File: src/rtl/stop_watch_unit_if.sv
// stop_watch_unit_if
//   Bundles the signals exchanged between the clock's mode controller and
//   the stopwatch unit.
//   master : mode controller side (drives enable and button pulses,
//            observes the stopwatch value and status)
//   slave  : stopwatch unit side
//   Signals:
//     stop_watch_en        enable, high while in stopwatch mode
//     inc_button           start/pause toggle pulse (single cycle)
//     clr_button           clear pulse (single cycle), honoured only when paused
//     stop_watch_minutes   minutes 0-59
//     stop_watch_seconds   seconds 0-59
//     stop_watch_ack_flag  high when the stopwatch is not running
//     running              high while counting
//     overflow             one-cycle pulse on wrap 59:59 -> 00:00
interface stop_watch_unit_if;
  logic       stop_watch_en;
  logic       inc_button;
  logic       clr_button;
  logic [5:0] stop_watch_minutes;
  logic [5:0] stop_watch_seconds;
  logic       stop_watch_ack_flag;
  logic       running;
  logic       overflow;

  modport master (
    output stop_watch_en, inc_button, clr_button,
    input  stop_watch_minutes, stop_watch_seconds, stop_watch_ack_flag,
           running, overflow
  );

  modport slave (
    input  stop_watch_en, inc_button, clr_button,
    output stop_watch_minutes, stop_watch_seconds, stop_watch_ack_flag,
           running, overflow
  );
endinterface

File: src/rtl/stop_watch_unit.sv
// stop_watch_unit
//   MM:SS stopwatch (00:00 to 59:59) with an IDLE/RUNNING/PAUSED control FSM.
//   A prescaler divides clk by TICK_DIV to form one-second ticks; it only
//   advances while running, so a partial second survives a pause.
//   Ports:
//     clk  system clock, rising edge
//     rst  asynchronous, active-low reset
//     bus  stop_watch_unit_if.slave (enable, buttons, value and status)
module stop_watch_unit #(
  parameter int TICK_DIV = 1000
) (
  input  logic              clk,
  input  logic              rst,
  stop_watch_unit_if.slave  bus
);

  localparam int               PRE_W   = (TICK_DIV > 1) ? $clog2(TICK_DIV) : 1;
  localparam logic [PRE_W-1:0] PRE_MAX = PRE_W'(TICK_DIV - 1);

  typedef enum logic [1:0] {IDLE, RUNNING, PAUSED} state_t;

  state_t           state;
  logic [PRE_W-1:0] prescaler;
  logic [5:0]       minutes;
  logic [5:0]       seconds;
  logic             overflow;

  logic inc_req;
  logic clr_req;
  logic tick;
  logic at_max;

  // Next value of a 0-59 field; anything at or above 59 folds back to 0 so
  // the field can never leave its legal range.
  function automatic logic [5:0] next_sixty(input logic [5:0] v);
    return (v >= 6'd59) ? 6'd0 : v + 6'd1;
  endfunction

  // Buttons only count while the mode controller has us selected.
  assign inc_req = bus.stop_watch_en & bus.inc_button;
  assign clr_req = bus.stop_watch_en & bus.clr_button;
  assign tick    = (state == RUNNING) && (prescaler == PRE_MAX);
  assign at_max  = (minutes == 6'd59) && (seconds == 6'd59);

  always_ff @(posedge clk or negedge rst) begin
    if (!rst) begin
      state     <= IDLE;
      prescaler <= '0;
      minutes   <= '0;
      seconds   <= '0;
      overflow  <= 1'b0;
    end else begin
      overflow <= 1'b0;
      case (state)
        IDLE: begin
          if (inc_req) state <= RUNNING;
        end
        RUNNING: begin
          // The tick is applied even when a pause is sampled on the same edge.
          if (tick) begin
            prescaler <= '0;
            seconds   <= next_sixty(seconds);
            if (seconds >= 6'd59) minutes <= next_sixty(minutes);
            overflow  <= at_max;
          end else begin
            prescaler <= prescaler + PRE_W'(1);
          end
          if (inc_req) state <= PAUSED;
        end
        PAUSED: begin
          // Clear takes priority over resume.
          if (clr_req) begin
            state     <= IDLE;
            prescaler <= '0;
            minutes   <= '0;
            seconds   <= '0;
          end else if (inc_req) begin
            state <= RUNNING;
          end
        end
        default: state <= IDLE;
      endcase
    end
  end

  assign bus.stop_watch_minutes  = minutes;
  assign bus.stop_watch_seconds  = seconds;
  assign bus.overflow            = overflow;
  assign bus.running             = (state == RUNNING);
  assign bus.stop_watch_ack_flag = (state != RUNNING);

endmodule
File: src/flat_wrapper.sv
// flat-port wrapper written by rule: the top's interface ports become plain ports
module stop_watch_unit_flat 
#(
  parameter int TICK_DIV = 1000
)
  (clk, rst, bus_stop_watch_en, bus_inc_button, bus_clr_button, bus_stop_watch_minutes, bus_stop_watch_seconds, bus_stop_watch_ack_flag, bus_running, bus_overflow);
  stop_watch_unit_if bus_i ();
  input  logic clk;
  input  logic rst;
  input wire logic [$bits(bus_i.stop_watch_en)-1:0] bus_stop_watch_en;
  input wire logic [$bits(bus_i.inc_button)-1:0] bus_inc_button;
  input wire logic [$bits(bus_i.clr_button)-1:0] bus_clr_button;
  output wire logic [$bits(bus_i.stop_watch_minutes)-1:0] bus_stop_watch_minutes;
  output wire logic [$bits(bus_i.stop_watch_seconds)-1:0] bus_stop_watch_seconds;
  output wire logic [$bits(bus_i.stop_watch_ack_flag)-1:0] bus_stop_watch_ack_flag;
  output wire logic [$bits(bus_i.running)-1:0] bus_running;
  output wire logic [$bits(bus_i.overflow)-1:0] bus_overflow;
  assign bus_i.stop_watch_en = bus_stop_watch_en;
  assign bus_i.inc_button = bus_inc_button;
  assign bus_i.clr_button = bus_clr_button;
  assign bus_stop_watch_minutes = bus_i.stop_watch_minutes;
  assign bus_stop_watch_seconds = bus_i.stop_watch_seconds;
  assign bus_stop_watch_ack_flag = bus_i.stop_watch_ack_flag;
  assign bus_running = bus_i.running;
  assign bus_overflow = bus_i.overflow;
  stop_watch_unit #(.TICK_DIV(TICK_DIV)) u_core (.clk(clk), .rst(rst), .bus(bus_i));
endmodule
File: config.mk
export PLATFORM = sky130hd
export DESIGN_NAME = stop_watch_unit_flat
export DESIGN_NICKNAME = d
export VERILOG_FILES = /design/src/rtl/stop_watch_unit_if.sv /design/src/rtl/stop_watch_unit.sv /design/src/flat_wrapper.sv
export SDC_FILE = /design/constraint.sdc
export NUM_CORES = 1
export LEC_CHECK = 0
export ABC_AREA = 0
export CAP_MARGIN = 10
export CORE_MARGIN = 1.5
export CORE_UTILIZATION = 38
export DETAILED_ROUTE_END_ITERATION = 7
export DONT_BUFFER_PORTS = 1
export HOLD_SLACK_MARGIN = 0.12
export PLACE_DENSITY = 0.57
export SKIP_LAST_GASP = 1
export SLEW_MARGIN = 20
export SYNTH_ARGS = -nofsm -noshare
export SYNTH_HDL_FRONTEND = slang
export SYNTH_SLANG_ARGS = --single-unit
File: constraint.sdc
create_clock -name clk -period 2.4 [get_ports clk]
set_clock_uncertainty 0.05 [all_clocks]
set_input_delay 0.48 -clock clk [delete_from_list [all_inputs] [get_ports clk]]
set_output_delay 0.48 -clock clk [all_outputs]
set_load 0.02 [all_outputs]
==> impl_metrics.toml <==
[logic_synthesis]
syn_inst = 160
synth_top_area_share_pct = 41.6
synth_edf_count = 0
synth_area_um2 = 1500
synth.distinct_cells = 39
ys_seq_elements = 25
synth_top_cells_by_area = "dfrtp_1, ha_1, nand3_1"
ys_seq_area_share_pct = 41.6
async_reset_ff_share_pct = 100
ys.warnings.count = 0
synth_common_cells = "dfrtp_1, nor2_1, nand3_1, o21ai_0, nand2_1"
synth_most_common_cell = "dfrtp_1"
synth_ff_type = "dfrtp_1"
avgSynthCellArea_um2 = 9.39
synth_fp_nets = 172
synth_top_cell_by_area = "dfrtp_1"

[timing]
tns_ps = 0
finalHoldViolCount = 0
hold_ws_ps = 454
fin_crit_ps = 2120
maxSlewHeadroom_pct = 58.2
rsz0062_at_grt = "false"
post-route-period-util_pct = 88.5
fmax_mhz = 471
fin_ws_ps = 276
tightest_slew_ps = 624
final_max_slew_viol_count = 0
setup_viol = 0

[die]
die_area_um2 = 4340
coreArea_um2 = 3720
ios = 20
start_util_pct = 40.4
die_w_um = 65.9
std_cell_rows = 22
die_h_um = 65.9

[layout]
fillerInstances = 372
final_util_pct = 45.0
nNetsFinal = 183
areaGrowthSynthToFinish_pct = 11.2
seq_area_um2 = 626
drive_above_1_share_pct = 8.82
num_antenna_cells = 0
final_area_um2 = 1670
final_cells = 218
multiInputGateArea_um2 = 858

[clock_network]
cts_buffers = 3
cts_max_path_buffers = 2
htree_levels = 1
cts_setup_buffers = 0
cts_tree = "yes"
cts_root_buf = "clkbuf_8"
clkLatencyLatePin_ps = 270
clk_pin_slew_ps = 90
cts_sinks = 25
postCtsResizedCells = 0
cts_hold_buffers = 2

[drt]
wirelength_um = 3390
num_vias = 1294
first_iter_violations = 133
wire_per_inst_um = 15.5
final_antenna_net_count = 0
route.detailed.drc = 0
drt-pass1-iter-count = 4
viasPerCell = 5.94

[grt]
grt_max_degree = 26
grtUsageTotal_pct = 18.4
grt_pass1_vias = 1209
grt_overflow = 0
antenna_found_initial = 0
grt_pass1_wl_um = 6040

[worst_setup_path]
cp.arrival_ps = 2240
crit_type = "reg2reg"
startpoint_type = "register"
crit_chain = "ha_1 > o2111a_1 > a41oi_1 > nor2_1 > mux2_2"
endpoint_kind = "register"
slowest_delay_ps = 500
cp.required_ps = 2510
slowest_stage = "dfrtp_1"
crit_fanout = 7

[placed_design]
routabilityCongestion = 0.894
pre_cts_ws_ps = 290
portBuffers = 0
numPlacedInstances = 212
placed_cell_area_um2 = 1600
hpwl_um = 2470

[power]
p_comb_share_pct = 47.1
power_frac_seq_pct = 41.0
switching_share_pct = 48.8
p_per_area_nw_per_um2 = 1240
p_sw_mw = 1.01
pwr-share-clk_pct = 12.0
p_leak_nw = 0.685
power.internal_mw = 1.06
total_power_mw = 2.07
peakVddDrop_v = 0.000724

[run_status]
outcome = "finished, final reports clean"

[hold_path]
min_path_type = "in2reg"

[flow_run]
drv_cap = 0
-- placed cells by master, fill, tap and decap left out, types with 2 or more instances in the layout --
cell type	instances
nand2b_1	4
o2111ai_1	2
and3_1	3
nand2_1	9
o31ai_1	6
xor2_1	4
o21ai_0	13
nand4_1	6
inv_1	4
a22o_1	2
a21oi_1	6
a211oi_1	2
nor2_1	14
nor2b_1	2
a31oi_1	6
ha_1	7
nor3_1	7
buf_4	5
dfrtp_1	25
mux2_2	2
nand3_1	13
clkbuf_8	3
o2111a_1	2
a41oi_1	2
xnor2_1	2
and2_1	2
-- flip-flops by register name, indices dropped and copies added (netlist names) --
signal                         count
u_core.bus.overflow                1
u_core.bus.stop_watch_minutes      6
u_core.bus.stop_watch_seconds      6
u_core.prescaler                  10
u_core.state                       2
-- final cells by class --
| cell class | count | share of cell area (%) |
|---|---|---|
| Sequential cell | 25 | 37.4 |
| Clock buffer | 4 | 2.69 |
| Multi-Input combinational cell | 130 | 51.3 |
| Inverter | 4 | 0.898 |
| Tap cell | 48 | 3.59 |
| Timing Repair Buffer | 7 | 4.04 |
-- power by group through the flow --
| stage | sequential, mW | clock (mW) | combinational (mW) |
|---|---|---|---|
| floorplan | 0.829 | 0 | 0.703 |
| global placement | 0.851 | 0 | 0.938 |
| detailed placement | 0.858 | 0 | 0.956 |
| CTS | 0.849 | 0.260 | 0.976 |
| global route | 0.885 | 0.275 | 1.12 |
| finish | 0.850 | 0.248 | 0.976 |
-- worst max-delay path: cells and delay by family, from the launching register on --
| kind | cells | cell delay, ps |
|---|---|---|
| AOI/OAI and AO/OA | 2 | 590 |
| DFF | 1 | 500 |
| muxes | 1 | 360 |
| adders and majority gates | 1 | 270 |
| and+or+nand+nor | 1 | 240 |
-- logic make-up (layout without fill, tap and decap cells) --
logic type	count (synthesis)	in the layout	synth area share, %
DFF	25	25	41.6
adders and majority gates	7	7	5.83
and+or+nand+nor	67	67	23.6
muxes	2	2	1.50
xor gates and xnor gates	6	6	3.50
AOI/OAI and AO/OA	48	48	22.7
buffers and inverters	5	15	1.25
-- per-layer routing --
layer  share of wire (%)  wire (um)  track usage, %
met1                  47       1600            24.1
met2                  45       1520            28.2
met3                 6.3        212            4.94
met4                 1.6         55            8.07
met5                   0          0               0
-- worst paths after layout --
path,startpoint,end,slack [ps],cells past startpoint
max in group asynchronous,rst,u_core.prescaler[7],1540,2
worst max register to register,u_core.bus.stop_watch_seconds[1],u_core.bus.stop_watch_minutes[0],280,5
worst max-delay path,u_core.bus.stop_watch_seconds[1],u_core.bus.stop_watch_minutes[0],280,5
worst min-delay path,bus_inc_button,u_core.state[0],450,2
worst min register to register,u_core.prescaler[8],u_core.prescaler[8],480,1
min in group asynchronous,rst,u_core.bus.stop_watch_minutes[5],590,2
Note: power is estimated with default switching activity, not from simulation.
